## config.mk

```make
export PLATFORM = sky130hd
export DESIGN_NAME = vga_sync_gen
export DESIGN_NICKNAME = d
export VERILOG_FILES = /design/src/rtl/vga_sync_gen.sv
export SDC_FILE = /design/constraint.sdc
export NUM_CORES = 1
export LEC_CHECK = 0
export ABC_AREA = 1
export CAP_MARGIN = 20
export CORE_UTILIZATION = 45
export DETAILED_ROUTE_END_ITERATION = 7
export DONT_BUFFER_PORTS = 1
export GPL_ROUTABILITY_DRIVEN = 0
export SLEW_MARGIN = 0
export SYNTH_ARGS = -nofsm -noshare
export SYNTH_HDL_FRONTEND = slang
export SYNTH_SLANG_ARGS = --single-unit
```

## constraint.sdc

```tcl
create_clock -name Clock -period 1.2 [get_ports Clock]
set_input_delay 0.24 -clock Clock [delete_from_list [all_inputs] [get_ports Clock]]
set_output_delay 0.24 -clock Clock [all_outputs]
set_load 0.01 [all_outputs]
```

## src/rtl/vga_sync_gen.sv

```systemverilog
// vga_sync_gen: parametrised VGA timing generator and pixel output stage.
// A free-running column/line counter pair is decoded into timing flags.
// The flags are delayed LOOKAHEAD enabled ticks so the coordinates lead the
// pixel by enough ticks to cover the renderer's pipeline latency.
// Every register advances only on PixelEnable, so the block can run from a
// fast clock with a divided strobe.
module vga_sync_gen #(
  parameter int H_ACTIVE  = 640,
  parameter int H_FRONT   = 16,
  parameter int H_SYNC    = 96,
  parameter int H_BACK    = 48,
  parameter int V_ACTIVE  = 480,
  parameter int V_FRONT   = 10,
  parameter int V_SYNC    = 2,
  parameter int V_BACK    = 33,
  parameter int HS_POL    = 0,
  parameter int VS_POL    = 0,
  parameter int COLOR_W   = 8,
  parameter int LOOKAHEAD = 1,
  parameter int CW        = 10
) (
  input  logic                 Clock,
  input  logic                 Reset,
  input  logic                 PixelEnable,
  input  logic [3*COLOR_W-1:0] RGB,
  output logic [CW-1:0]        ColunaOut,
  output logic [CW-1:0]        LinhaOut,
  output logic                 h_sync,
  output logic                 v_sync,
  output logic                 blank,
  output logic [COLOR_W-1:0]   R,
  output logic [COLOR_W-1:0]   G,
  output logic [COLOR_W-1:0]   B,
  output logic                 FrameStart,
  output logic                 LineStart
);

  localparam int H_TOTAL = H_ACTIVE + H_FRONT + H_SYNC + H_BACK;
  localparam int V_TOTAL = V_ACTIVE + V_FRONT + V_SYNC + V_BACK;

  localparam logic [CW-1:0] H_LAST = CW'(H_TOTAL - 1);
  localparam logic [CW-1:0] V_LAST = CW'(V_TOTAL - 1);
  localparam logic [CW-1:0] H_ACT  = CW'(H_ACTIVE);
  localparam logic [CW-1:0] V_ACT  = CW'(V_ACTIVE);
  localparam logic [CW-1:0] HS_BEG = CW'(H_ACTIVE + H_FRONT);
  localparam logic [CW-1:0] HS_END = CW'(H_ACTIVE + H_FRONT + H_SYNC);
  localparam logic [CW-1:0] VS_BEG = CW'(V_ACTIVE + V_FRONT);
  localparam logic [CW-1:0] VS_END = CW'(V_ACTIVE + V_FRONT + V_SYNC);

  // Asserted levels of the sync pins.
  localparam logic HS_ON = (HS_POL != 0);
  localparam logic VS_ON = (VS_POL != 0);

  // One pipeline stage of timing. Sync fields hold pin levels, with polarity
  // already applied, so the final stage drives the pins directly.
  typedef struct packed {
    logic act;
    logic hs;
    logic vs;
    logic fs;
    logic ls;
  } tflags_t;

  localparam tflags_t IDLE = '{act: 1'b0, hs: ~HS_ON, vs: ~VS_ON,
                               fs: 1'b0, ls: 1'b0};

  logic [CW-1:0]        h_cnt, v_cnt;
  tflags_t              dec;
  tflags_t              pipe [LOOKAHEAD];
  logic                 tap_act;
  logic [3*COLOR_W-1:0] rgb_q;
  logic                 pe_d;

  // Column/line counters: column wraps at H_TOTAL-1 and carries into the line.
  always_ff @(posedge Clock) begin
    if (Reset) begin
      h_cnt <= '0;
      v_cnt <= '0;
    end else if (PixelEnable) begin
      if (h_cnt == H_LAST) begin
        h_cnt <= '0;
        v_cnt <= (v_cnt == V_LAST) ? '0 : v_cnt + CW'(1);
      end else begin
        h_cnt <= h_cnt + CW'(1);
      end
    end
  end

  // Decode the current counter pair into the flags for that pixel.
  always_comb begin
    dec     = IDLE;
    dec.act = (h_cnt < H_ACT) && (v_cnt < V_ACT);
    dec.hs  = ((h_cnt >= HS_BEG) && (h_cnt < HS_END)) ? HS_ON : ~HS_ON;
    dec.vs  = ((v_cnt >= VS_BEG) && (v_cnt < VS_END)) ? VS_ON : ~VS_ON;
    dec.fs  = (h_cnt == '0) && (v_cnt == '0);
    dec.ls  = (h_cnt == '0);
  end

  // LOOKAHEAD-deep flag delay; the last stage is the output register.
  always_ff @(posedge Clock) begin
    if (Reset) begin
      for (int i = 0; i < LOOKAHEAD; i++) pipe[i] <= IDLE;
    end else if (PixelEnable) begin
      pipe[0] <= dec;
      for (int i = 1; i < LOOKAHEAD; i++) pipe[i] <= pipe[i-1];
    end
  end

  // Visibility of the stage about to enter the output register. It gates
  // the colour sampled on the same edge.
  generate
    if (LOOKAHEAD == 1) begin : g_tap_dec
      assign tap_act = dec.act;
    end else begin : g_tap_pipe
      assign tap_act = pipe[LOOKAHEAD-2].act;
    end
  endgenerate

  // Colour register: renderer data for visible pixels, black in porches/sync.
  always_ff @(posedge Clock) begin
    if (Reset)            rgb_q <= '0;
    else if (PixelEnable) rgb_q <= tap_act ? RGB : '0;
  end

  // Remembers whether the last edge was an enabled tick. This keeps the
  // start pulses one clock wide when PixelEnable is a strobe.
  always_ff @(posedge Clock) begin
    if (Reset) pe_d <= 1'b0;
    else       pe_d <= PixelEnable;
  end

  assign ColunaOut  = h_cnt;
  assign LinhaOut   = v_cnt;
  assign h_sync     = pipe[LOOKAHEAD-1].hs;
  assign v_sync     = pipe[LOOKAHEAD-1].vs;
  assign blank      = pipe[LOOKAHEAD-1].act;
  assign FrameStart = pipe[LOOKAHEAD-1].fs & pe_d;
  assign LineStart  = pipe[LOOKAHEAD-1].ls & pe_d;
  assign R          = rgb_q[3*COLOR_W-1:2*COLOR_W];
  assign G          = rgb_q[2*COLOR_W-1:COLOR_W];
  assign B          = rgb_q[COLOR_W-1:0];

endmodule

```

# Word-level counts from Yosys, hierarchy flattened
# Memory sizes are Yosys's and may differ from the RTL's.
# Index checks and enable logic that the tools add are counted.
# classes
add_sub_neg	2
multipliers	0
n_div	0
n_lt_le_gt_ge	6
n_eq_ne	2
n_shift	0
muxes	12
bitwise	2
reduce_logical	8
# ops
cell	n
$mux 24	1
$add 10x1->10 const B	2
$eq 10x10->1 const B	2
$logic_not 10->1	2
$lt 10x10->1 const B	2
$lt 10x9->1 const B	2
$mux 10	2
$ge 10x10->1 const B	1
$ge 10x9->1 const B	1
$mux 1	8
$mux 5	1
$reduce_or 5->1	1
$logic_and 1x1->1	4
$and 1x1->1	2
$reduce_and 2->1	1
# word_totals
register_bits	45
latch_bits	0
mem_bits_rw	5
rom_bits	0
in_bits	27
output_inout_bits	49
word_cells	37
n_memories	1
# memory_table
name	depth	word_bits	read_ports	rd_clocked_by_memory_dff	write_ports	line	text
pipe	1	5	1	0	1	69	tflags_t pipe [LOOKAHEAD];

# Depth between registers and ports, before layout
# Gate-level depths: netlist (run 1).
# logic_depth
depth_word	5
ltp_mapped	9
mapped_depth_nobuf	9

# Least setup slack after synthesis (run 1)
# No wires, ideal clock.
# synth_path
kind	register to register
startpoint	reg h_cnt[1] (netlist: ColunaOut[1])
endpoint	reg v_cnt[3] (netlist: LinhaOut[3])
setup_time_ns	0.109
arrival_ns	1.302
required_time_ns	1.091
slack_ns	-0.211
stages_incl_launch_ff	9
path_buffers	0
synth_period_minus_slack_ns	1.411
path_cell_list	dfxtp_1 > ha_1 > nand2_1 > nor2_1 > nand4_1 > nand2_1 > o21ai_0 > nand2_1 > inv_1
# synth_via
elab_chain_len	2
# synth_lines
item	line	text
start, declared	67	logic [CW-1:0] h_cnt, v_cnt;
start signal, assigned	84	h_cnt <= h_cnt + CW'(1);
$eq 10x10->1	80	if (h_cnt == H_LAST) begin
$reduce_and 2->1 (no source line)	n/a	
end signal, assigned	82	v_cnt <= (v_cnt == V_LAST) ? '0 : v_cnt + CW'(1);
end, declared	67	
# Every way passes these cells.
# A chain may end at the register's enable or synchronous reset.

# Final worst setup path (run 1)
# layout_path
startpoint	reg h_cnt[0] (netlist: ColunaOut[0])
endpoint	reg v_cnt[9] (netlist: LinhaOut[9])
# Same word-level chain as after synthesis.

==> impl_metrics.tcl, run 1 <==
set metrics [dict create \
    ffs_latches_synth 50 \
    layout_worst_path_cycle_share_pct 113 \
    floorplan.die_area_um2 5300 \
    layout.cells.most_common "nand2_1" \
    worst_hold_startpoint "RGB[17]" \
    crit-reg2reg-capture "LinhaOut[9]" \
    crit_path_top_delay_cell "dfxtp_4" \
    drt_first_pass_iters 5 \
    max-cap-violations 0 \
    drt_iter0_markers 84 \
    cts_tree "yes" \
    synthesis.nets 345 \
    grt_first_pass_wirelength_mm 9.03 \
    root_buffer "clkbuf_8" \
    route.vias.total 2206 \
    num_rows 25 \
    track_usage_pct 22.1 \
    critical_path.cell_chain "ha_4 > nand2_4 > nor2_4 > nand4_1 > buf_4 > o21bai_1 > nand2_1 > nor2_1" \
    cts_inserted_buffers 5 \
    die-height_um 72.8 \
    antenna_left 0 \
    post_synthesis_cell_area_um2 2260 \
    largest_net_degree_at_the_start_of_global_routing 25 \
    required_ps 1450 \
    syn-mean-instance-area_um2 7.19 \
    report.final.slew_viol_count 0 \
    critical_path.startpoint_type "flop" \
    finalNonFillerCells 454 \
    leakage_nw 1.49 \
    most-common-layout-cells "112 x nand2_1, 56 x buf_4, 33 x inv_1" \
    synth_largest_type_area_fraction_pct 39.9 \
    violated_checks "negative setup slack" \
    cts.clk_slew.worst_paths_ps 100 \
    critical_path_fanout_max 3 \
    worst_r2r_startpoint "ColunaOut[0]" \
    routed_wirelength_mm 5.81 \
    antenna_cells_inserted 0 \
    final_period_minus_worst_setup_slack_ps 1360 \
    multi_input_comb_area_um2 1220 \
    place.detailed.instances 432 \
    max_slew_margin_pct 61.0 \
    core_region_area_um2 4790 \
    cpPeakStageDelay_ps 370 \
    register_area_um2 1080 \
    vdd_drop_max_mv 0.776 \
    placement.cell_area_um2 2790 \
    finClkSkew_ps 8.84 \
    tightest_pin_transition_ps 583 \
    design.final.nets 417 \
    port_buffers 0 \
    antenna_found_initial 0 \
    reg2regPathDepth 8 \
    fmax_mhz 737 \
    hold_end "rgb_q[17]" \
    synth-warning-count 0 \
    first_global_vias 2009 \
    htreeDepth 2 \
    initial_core_util_pct 47.2 \
    flow.area_growth_from_synthesis_pct 42.4 \
    cts-root-to-sink-buffers 2 \
    synth-seq-area-share_pct 46.6 \
    detail_route.wl_per_cell_um 12.8 \
    report.final.hold_viol_count 0 \
    filler_cells_inserted 410 \
    floorplan.die.width_um 72.8 \
    post_synthesis_cell_type_count 25 \
    postLayoutSetupSlackWorst_ps -158 \
    run_status "finished, violations left" \
    hold-path-cell-count 2 \
    dp_hpwl_mm 3.94 \
    finalCoreUtilization_pct 67.2 \
    power_density_nw_per_um2 938 \
    drc 0 \
    rsz_0062_raised_after_global_routing "true" \
    yosys-top-cells-area "dfxtp_1 40%, nand2_1 20%, edfxtp_1 6.7%" \
    clock-sinks 50 \
    syn-instance-count 314 \
    synth_area_leader_cell "dfxtp_1" \
    clock_latency_ps 300 \
    timing.critical_path.to_type "flop" \
    reg2reg_setup_slack_ps -160 \
    drive_gt1_share_pct 36.7 \
    globalRouteOverflowTotal 0 \
    final-setup-viol-count 19 \
    min-delay-path-class "input pin to flop" \
    setup.worst_path.class "flop to flop" \
    top_level_i_o_count 76 \
    avgViaCountPerCell 4.86 \
    worstPathArrival_ps 1610 \
    layout.cell_area.non_filler_um2 3210 \
]
-- report_power, final --
group          leakage (nW)  total (W)  internal (W)  switching, W
clock network        0.0461   0.000981      0.000415      0.000566
logic                  1.02   0.000218     0.0000952      0.000123
registers             0.427    0.00182       0.00175     0.0000661
-- how the worst max path moves through the flow --
stage	startpoint	to	slack (ps)	depth (start not counted)
after global routing	ColunaOut[0]	LinhaOut[9]	-270	8
after CTS	ColunaOut[7]	LinhaOut[9]	-130	8
after floorplan	ColunaOut[1]	LinhaOut[3]	-50	8
final	ColunaOut[0]	LinhaOut[9]	-160	8
after detailed placement	ColunaOut[8]	pipe[0][4]	-430	4
after global placement	ColunaOut[9]	pipe[0][4]	-430	3
-- layer usage --
metal	vias to the layer above	share of wire [%]	global-route usage [%]
met5	-	0	0
met1	1006	43	27.2
li1	1129	-	-
met4	0	1.4	6.97
met2	64	50	38.6
met3	7	4.8	4.56
-- state kept, by name (all words and copies together), names as in the netlist --
name       count
LinhaOut      10
pipe           5
rgb_q         24
ColunaOut     10
pe_d           1
-- logic make-up after synthesis --
kind of cell	Yosys count	synth area share [%]
AO/OA/AOI/OAI	24	5.71
XOR/XNOR	3	1.16
adder cells (fa/ha/maj)	4	2.22
buffers and inverters	44	8.04
flip-flops	50	46.6
AND/OR/NAND/NOR	189	36.3
-- per-stage QoR --
| step | hold slack [ps] | worst slack, ps | TNS, ps | total power [W] |
|---|---|---|---|---|
| finish | 27.0 | -158 | -2080 | 0.00301 |
| global route | 26.0 | -270 | -4250 | 0.00312 |
| CTS | 27.6 | -128 | -1470 | 0.00302 |
| detailed placement | 315 | -433 | -12500 | 0.00202 |
| global placement | 314 | -434 | -11930 | 0.00202 |
| floorplan | 325 | -47.2 | -135 | 0.00197 |
-- what timing repair did --
| item | in CTS | in global routing |
|---|---|---|
| buffers inserted | 9 | 2 |
| gates cloned | 1 | 1 |
| resized for setup | 27 | 36 |
| pin swaps | 12 | 11 |
| endpoints found under the hold margin | 10 | 0 |
| hold buffers | 1 | 0 |
| endpoints found under the setup margin | 48 | 43 |
-- area by class of cell --
cell class	count	area share, %
clock buffer	6	2.26
clock inverter	2	0.389
inverter	38	4.59
multi-input combinational	221	38.0
sequential	50	33.6
tap	67	2.61
timing repair buffer	70	18.6
-- worst max-delay path, delay by kind of cell, from the launching register on --
kind	cells	cell delay [ps]
adders and majority gates	1	140
and+or+nand+nor	5	490
buffers and inverters	1	190
DFF	1	370
AOI/OAI and AO/OA	1	110
-- synth_stat cells --
library cell,number
nor3_1,6
nand2_2,4
nand2_1,119
nor2_1,30
inv_1,37
nor3b_1,1
nand3_1,17
clkbuf_1,3
xor2_1,2
o21bai_1,2
or2_2,1
inv_2,1
o21ai_0,11
nor2_8,1
nand4_1,8
a21oi_1,10
o2111ai_1,1
buf_6,2
xnor2_1,1
dfxtp_1,45
edfxtp_1,5
buf_2,1
ha_1,4
nor3_4,1
nand3b_4,1
Note: power is estimated with default switching activity, not from simulation.
==> run 2, diff against run 1 <==
Settings changed: CORE_MARGIN set to 5.
==> run 2 against run 1 <==
Compared with the run above:
- sequential power about the same
- register-to-register slack got worse by 40 ps
- clock power increased by 18%
- total power increased by 6.1%
- combinational power decreased by 2%
- via count increased by 0.59%
- core utilization increased by 0.26 points
- sequential share of layout area decreased by 0.21 points
- highest routed layer unchanged
- the run still ends with negative setup slack left
- largest cell class unchanged
- setup slack got worse by 41 ps
- die area increased by 23%
- routed wire length increased by 7.3%
- worst hold slack got worse by 2.1 ps
==> impl_metrics.tcl, run 2 (synthesis results as in run 1) <==
set metrics [dict create \
    run_status "finished, violations left" \
    violated_checks "negative setup slack" \
    drive_gt1_share_pct 36.4 \
    largest_net_degree_at_the_start_of_global_routing 25 \
    fmax_mhz 715 \
    register_area_um2 1080 \
    max-cap-violations 0 \
    port_buffers 0 \
    route.vias.total 2219 \
    hold_end "rgb_q[13]" \
    rsz_0062_raised_after_global_routing "true" \
    floorplan.die_area_um2 6530 \
    required_ps 1400 \
    layout_worst_path_cycle_share_pct 117 \
    crit_path_top_delay_cell "dfxtp_4" \
    top_level_i_o_count 76 \
    critical_path.startpoint_type "flop" \
    initial_core_util_pct 47.2 \
    worstPathArrival_ps 1600 \
    first_global_vias 2081 \
    min-delay-path-class "input pin to flop" \
    avgViaCountPerCell 4.89 \
    timing.critical_path.to_type "flop" \
    cts_tree "yes" \
    postLayoutSetupSlackWorst_ps -199 \
    cpPeakStageDelay_ps 370 \
    design.final.nets 417 \
    report.final.hold_viol_count 0 \
    antenna_cells_inserted 0 \
    finClkSkew_ps 5.02 \
    cts.clk_slew.worst_paths_ps 90 \
    hold-path-cell-count 2 \
    final_period_minus_worst_setup_slack_ps 1400 \
    drt_iter0_markers 108 \
    largest_reg_flops 24 \
    detail_route.wirelength.met1_mm 2.64 \
    dp_hpwl_mm 4.24 \
    hold_slack_ps 24.9 \
    detail_route.wl_per_cell_um 13.7 \
    worst_r2r_startpoint "ColunaOut[1]" \
    num_rows 25 \
    clock_latency_ps 310 \
    max_slew_margin_pct 63.0 \
    setup.worst_path.class "flop to flop" \
    antenna_found_initial 0 \
    multi_input_comb_area_um2 1220 \
    setup_tns_ps -2810 \
    root_buffer "clkbuf_8" \
    power_density_nw_per_um2 991 \
    cts-root-to-sink-buffers 2 \
    tightest_pin_transition_ps 554 \
    finalCoreUtilization_pct 67.4 \
    vdd_drop_max_mv 0.604 \
    clock-sinks 50 \
    met3WireLength_um 380 \
    reg2regPathDepth 8 \
    globalRouteOverflowTotal 0 \
    grt_first_pass_wirelength_mm 9.74 \
    die-height_um 80.8 \
    crit-reg2reg-capture "ColunaOut[9]" \
    worst_hold_startpoint "RGB[13]" \
    detailroute.wirelength.met2_mm 3.13 \
    drc 0 \
    highest_routing_layer_actually_used "met4" \
    floorplan.die.width_um 80.8 \
    largest_register "rgb_q" \
    final-setup-viol-count 21 \
    antenna_left 0 \
    layout.cell_area.non_filler_um2 3230 \
    critical_path.cell_chain "ha_4 > nand2_4 > nor2_4 > nand4_1 > nand2_2 > inv_2 > o21ai_2 > nor2_1" \
    reg2reg_setup_slack_ps -200 \
    routed_wirelength_mm 6.24 \
    layout.cells.most_common "nand2_1" \
    most-common-layout-cells "110 x nand2_1, 54 x buf_4, 34 x inv_1" \
    filler_cells_inserted 408 \
    core_region_area_um2 4790 \
    htreeDepth 2 \
    critical_path_fanout_max 6 \
    track_usage_pct 19.4 \
    cts_inserted_buffers 5 \
    critical_path.n_buffers_inverters 1 \
    worst_path_dominant_cell_family "simple AND/OR/NAND/NOR gates" \
    drt_first_pass_iters 4 \
    flow.area_growth_from_synthesis_pct 43.0 \
    report.final.slew_viol_count 0 \
    placement.cell_area_um2 2790 \
    leakage_nw 1.49 \
]
[run 2: layout make-up]
type                       instances  area share [%]
sequential                        50            33.3
clock inverter                     2           0.543
inverter                          38            4.42
multi-input combinational        221            37.8
timing repair buffer              70            18.4
tap                               67            2.60
clock buffer                       6            2.91
[run 2: per-stage QoR]
step                      cells  total power (W)  setup WS [ps]
after global placement      432          0.00202           -418
after global routing        454          0.00333           -293
final                       454          0.00320           -199
after floorplan             314          0.00197          -47.2
after detailed placement    432          0.00203           -437
after CTS                   451          0.00320           -168
[run 2: how the worst max path moves through the flow]
| stage | from | slack, ps | depth (start not counted) | endpoint |
|---|---|---|---|---|
| 2_1_floorplan | ColunaOut[1] | -50 | 8 | LinhaOut[3] |
| 3_3_place_gp | ColunaOut[9] | -420 | 3 | pipe[0][4] |
| 3_5_place_dp | ColunaOut[9] | -440 | 3 | pipe[0][4] |
| 4_1_cts | ColunaOut[7] | -170 | 8 | LinhaOut[3] |
| 5_1_grt | ColunaOut[6] | -290 | 7 | ColunaOut[9] |
| 6_report | ColunaOut[1] | -200 | 8 | ColunaOut[9] |
[run 2: power by group]
part	leakage (nW)	internal [W]	switching (W)
combinational	1.00	0.0000932	0.000121
clock	0.0588	0.000554	0.000610
sequential	0.426	0.00175	0.0000675
total	1.49	0.00240	0.000798
[run 2: metal layers]
layer	GRT usage (%)	up-vias
met2	32.7	62
met5	0	-
li1	-	1130
met4	5.57	0
met1	23.7	1018
met3	5.99	9
[run 2: timing repair]
action                                  in CTS  in global routing
endpoints found under the hold margin       10                  0
endpoints found under the setup margin      48                 41
pin swaps                                   11                  9
buffers inserted                             9                  3
gates cloned                                 1                  0
resized for setup                           23                 40
hold buffers                                 1                  0
==> patch 1, RTL diff (flow settings as in run 2) <==
`CW`: 10 -> 9.
--- a/src/rtl/vga_sync_gen.sv
+++ b/src/rtl/vga_sync_gen.sv
@@ -17,7 +17,7 @@
   parameter int VS_POL    = 0,
   parameter int COLOR_W   = 8,
   parameter int LOOKAHEAD = 1,
-  parameter int CW        = 10
+  parameter int CW        = 9
 ) (
   input  logic                 Clock,
   input  logic                 Reset,
Ports: changed (resized ColunaOut and LinhaOut); port bits go from 76 to 74. The function was not compared with the original's and may differ.
==> patch 1 against run 2 <==
  * The run still ends with setup timing left
  * Design area down 12%
  * First-iteration DRC count down 13%
  * Wire length fell by 13%
  * Count of clock-buffer cells in the layout shrank 1
  * Sequential cell count is 2 lower
  * Hold slack lost 0.0055 ns
  * Global-route usage fell by 1.9 points
  * Area after synthesis fell by 4.5%
  * Setup slack better by 0.13 ns
  * Power fell by 1.6%
==> patch 1: results <==
critical_path:
  cp.arrival_ns: 1.46
  crit_end: "ColunaOut[3]$_SDFFE_PP0P_"
run_status:
  violations: "setup timing"
  status: "finished with violations"
logic_synthesis:
  synth.area.top_cells: "dfxtp_1, nand2_1, nand3_1"
  yosysSeqAreaShare_pct: 46.9
  ys_top_cells_by_count: "nand2_1, dfxtp_1, nand3_1"
global_routing:
  grt_pass1_wl_mm: 8.67
  grtUsageTotal_pct: 17.5
power_and_ir_drop:
  ir_drop_uv: 710
  p_leak_nw: 1.45
  power.switching_mw: 0.762
detailed_routing:
  wl_per_cell_um: 13.8
  avgViaCountPerCell: 4.91
  drt-met1-wl_mm: 2.40
  wl_met2_mm: 2.66
  wl_met3_um: 337
sta:
  finalSetupViolCount: 25
  tns_ns: -0.698
  clock_skew_ns: 0.00553
  setup_slack_ns: -0.0662
  min_period_ns: 1.27
  worst_pin_slew_ns: 0.320
finish:
  drive_above_1_share_pct: 32.9
  fill_cells: 424
  final_nets: 370
placed_design:
  place_ws_ns: -0.0755
hold_path:
  hold_path_depth: 1
  min_from: "PixelEnable"
-- patch 1: per-layer routing --
| layer | vias up | global-route usage (%) |
|---|---|---|
| met5 | - | 0 |
| met4 | 0 | 3.61 |
| met3 | 4 | 5.33 |
| met2 | 51 | 29.0 |
| met1 | 870 | 22.5 |
| li1 | 1011 | - |
-- patch 1: critical path, cell delays in order, from the launching register on --
cell and delay, ns:
dfxtp_4 0.38, ha_4 0.15, nand2_4 0.06, nor2_4 0.14, nand3_4 0.15, nand2_4 0.13, buf_4 0.13, nor2_1 0.04
-- patch 1: through the flow --
stage,hold WS (ns),instance area (sq um),cells
after global routing,0.0189,2850,394
after CTS,0.0157,2710,389
final,0.0194,2850,394
after floorplan,0.312,2210,293
after detailed placement,0.315,2530,379
after global placement,0.315,2530,379
-- patch 1: cell families after synthesis --
kind of cell | Yosys count | share of synthesized area [%]
xor+xnor | 4 | 1.62
compound gates | 9 | 2.44
fa+ha+maj | 4 | 2.32
buf+inv | 43 | 8.71
simple gates | 185 | 38.0
flops | 48 | 46.9
-- patch 1: area by class of cell --
cell class                 instances  area [sq um]  share of cell area [%]
multi-input combinational        203          1120                    39.3
inverter                          35           145                    5.09
sequential                        48          1030                    36.3
clock buffer                       5          68.8                    2.41
timing repair buffer              46           372                    13.0
clock inverter                     3          42.5                    1.49
tap                               54          67.6                    2.37
-- patch 1: repair_timing --
| action | in CTS | in global routing |
|---|---|---|
| pin swaps | 16 | 17 |
| endpoints found under the setup margin | 38 | 46 |
| gates cloned | 1 | 0 |
| hold buffers | 1 | 0 |
| gates resized for setup | 19 | 32 |
| endpoints found under the hold margin | 4 | 0 |
| setup buffers | 0 | 12 |
-- patch 1: worst min-delay path by stage --
stage / slack [ns] / to
final: 0.02 / ColunaOut[2]$_SDFFE_PP0P_
after detailed placement: 0.32 / ColunaOut[6]$_SDFFE_PP0P_
after floorplan: 0.31 / ColunaOut[7]$_SDFFE_PP0P_
after global placement: 0.31 / ColunaOut[6]$_SDFFE_PP0P_
after CTS: 0.02 / ColunaOut[2]$_SDFFE_PP0P_
after global routing: 0.02 / ColunaOut[2]$_SDFFE_PP0P_
-- patch 1: power by group through the flow --
stage               clock network [mW]  logic [mW]  registers (mW)
global route                      1.26       0.238            1.76
finish                            1.18       0.208            1.75
global placement                     0       0.173            1.79
detailed placement                   0       0.176            1.79
CTS                               1.21       0.189            1.75
floorplan                            0       0.135            1.78
==> patch 2, RTL diff (flow settings as in run 2) <==
Without the edit above. Register the inputs `PixelEnable` and `RGB` before use, with the module's reset. The logic sees them one clock later.
--- a/src/rtl/vga_sync_gen.sv
+++ b/src/rtl/vga_sync_gen.sv
@@ -64,6 +64,19 @@
   localparam tflags_t IDLE = '{act: 1'b0, hs: ~HS_ON, vs: ~VS_ON,
                                fs: 1'b0, ls: 1'b0};
 
+  logic PixelEnable_q;
+  logic [3*COLOR_W-1:0] RGB_q;
+
+  always_ff @(posedge Clock) begin
+    if (Reset) begin
+      PixelEnable_q <= '0;
+      RGB_q         <= '0;
+    end else begin
+      PixelEnable_q <= PixelEnable;
+      RGB_q         <= RGB;
+    end
+  end
+
   logic [CW-1:0]        h_cnt, v_cnt;
   tflags_t              dec;
   tflags_t              pipe [LOOKAHEAD];
@@ -76,7 +89,7 @@
     if (Reset) begin
       h_cnt <= '0;
       v_cnt <= '0;
-    end else if (PixelEnable) begin
+    end else if (PixelEnable_q) begin
       if (h_cnt == H_LAST) begin
         h_cnt <= '0;
         v_cnt <= (v_cnt == V_LAST) ? '0 : v_cnt + CW'(1);
@@ -100,7 +113,7 @@
   always_ff @(posedge Clock) begin
     if (Reset) begin
       for (int i = 0; i < LOOKAHEAD; i++) pipe[i] <= IDLE;
-    end else if (PixelEnable) begin
+    end else if (PixelEnable_q) begin
       pipe[0] <= dec;
       for (int i = 1; i < LOOKAHEAD; i++) pipe[i] <= pipe[i-1];
     end
@@ -119,14 +132,14 @@
   // Colour register: renderer data for visible pixels, black in porches/sync.
   always_ff @(posedge Clock) begin
     if (Reset)            rgb_q <= '0;
-    else if (PixelEnable) rgb_q <= tap_act ? RGB : '0;
+    else if (PixelEnable_q) rgb_q <= tap_act ? RGB_q : '0;
   end
 
   // Remembers whether the last edge was an enabled tick. This keeps the
   // start pulses one clock wide when PixelEnable is a strobe.
   always_ff @(posedge Clock) begin
     if (Reset) pe_d <= 1'b0;
-    else       pe_d <= PixelEnable;
+    else       pe_d <= PixelEnable_q;
   end
 
   assign ColunaOut  = h_cnt;
Function: changed (a bounded check fails within 4 cycles, from zero or initial values and one cycle with Reset high).
==> patch 2 against run 2 <==
  * The flow still finishes with violations (setup timing)
  * Clock power up 59%
  * Wire length up 29%
  * Hold slack lost 0.0076 ns
  * Design area is 34% higher
  * Sequential power grew 46%
  * Fmax increased by 5.0%
  * Clock skew increased by 0.0059 ns
  * Power is 50% higher
  * Non-clock buffer count rose by 14
  * Sequential cell count grew 25
  * Area after synthesis increased by 36%
  * Critical path depth rose by 1
  * Setup slack better by 0.067 ns
  * Critical path type unchanged
  * Largest cell class is now registers
  * Highest routed layer unchanged
==> patch 2: results <==
run_status:
  status: "finished with violations"
  violations: "setup timing"
sta:
  clock_skew_ns: 0.0110
  worst_pin_slew_ns: 0.299
  setup_slack_ns: -0.132
  finalSetupViolCount: 30
detailed_routing:
  finalWirelength_mm: 8.08
  wl_met3_um: 480
  drt-met1-wl_mm: 3.50
finish:
  fill_cells: 563
  antenna_cells: 0
  final_nets: 504
  drive_above_1_share_pct: 36.6
logic_synthesis:
  yosysSeqAreaShare_pct: 50.4
  syn_nets: 423
  synth.area.top_cells: "dfxtp_1, nand2_2, nand2_1"
  avgSynthCellArea_sq_um: 7.86
placed_design:
  hpwl_mm: 5.33
  placedCellCount: 513
clocking:
  numCtsBuffers: 9
  clkLatencyLatePin_ns: 0.36
power_and_ir_drop:
  ir_drop_uv: 649
  p_leak_nw: 2.13
critical_path:
  cp.arrival_ns: 1.58
global_routing:
  grt_pass1_wl_mm: 12.7
  grtUsageTotal_pct: 18.9
  grt_start_max_net_pins: 37
patch 2: what timing repair did:
| item | 4_1_cts | 5_1_grt |
|---|---|---|
| pin swaps | 1 | 14 |
| setup buffers | 2 | 2 |
| setup endpoints to repair | 47 | 48 |
| hold buffers | 25 | 0 |
| cloned | 0 | 1 |
| endpoints found under the hold margin | 36 | 0 |
| resized for setup | 20 | 40 |
patch 2: cell families after synthesis:
kind of cell / share of synthesized area [%]
buffers and inverters: 10.5
and+or+nand+nor: 33.8
xor gates and xnor gates: 1.14
DFF: 50.4
AOI/OAI and AO/OA: 2.52
adders and majority gates: 1.62
patch 2: area by class of cell:
cell class	instances	area share, %
clock buffers	9	2.86
well taps	80	2.31
inverters	59	5.23
multi-input cells	244	33.9
clock inverters	7	1.42
flip-flops and latches	75	36.7
repair buffers	84	17.6
patch 2: final timing paths:
path                                                start  slack [ns]                   endpoint  depth (start not counted)
worst max-delay path            ColunaOut[0]$_SDFFE_PP0P_       -0.13   LinhaOut[0]$_SDFFE_PP0P_                          9
worst min-delay path                                Reset        0.02  ColunaOut[9]$_SDFFE_PP0P_                          3
worst max register to register  ColunaOut[0]$_SDFFE_PP0P_       -0.13   LinhaOut[0]$_SDFFE_PP0P_                          9
worst min register to register       RGB_q[19]$_SDFF_PP0_        0.42     rgb_q[19]$_SDFFE_PP0P_                          2
patch 2: per-layer routing:
layer | vias up | track usage, %
li1 | 1384 | -
met1 | 1251 | 22.5
met2 | 64 | 32.4
met3 | 7 | 5.36
met4 | 0 | 7.33
met5 | - | 0
patch 2: where the power goes:
group / switching (mW) / leakage, nW / internal, mW
logic: 0.161 / 1.41 / 0.149
clock network: 1.05 / 0.0936 / 0.789
registers: 0.0638 / 0.629 / 2.59
total: 1.28 / 2.13 / 3.53
patch 2: tightest hold or removal path, cell delays in order:
cell and delay [ns]:
nor2_4 0.03, nand2_2 0.05, nor2_2 0.03
patch 2: metrics by stage:
stage / setup WS [ns] / setup TNS, ns / power [mW] / area, sq um
floorplan: -0.127 / -2.09 / 2.87 / 3210
global placement: -0.129 / -2.54 / 2.91 / 3640
detailed placement: -0.164 / -2.83 / 2.92 / 3640
CTS: -0.148 / -1.89 / 4.84 / 4150
global route: -0.229 / -3.86 / 5.01 / 4330
finish: -0.132 / -1.55 / 4.80 / 4330
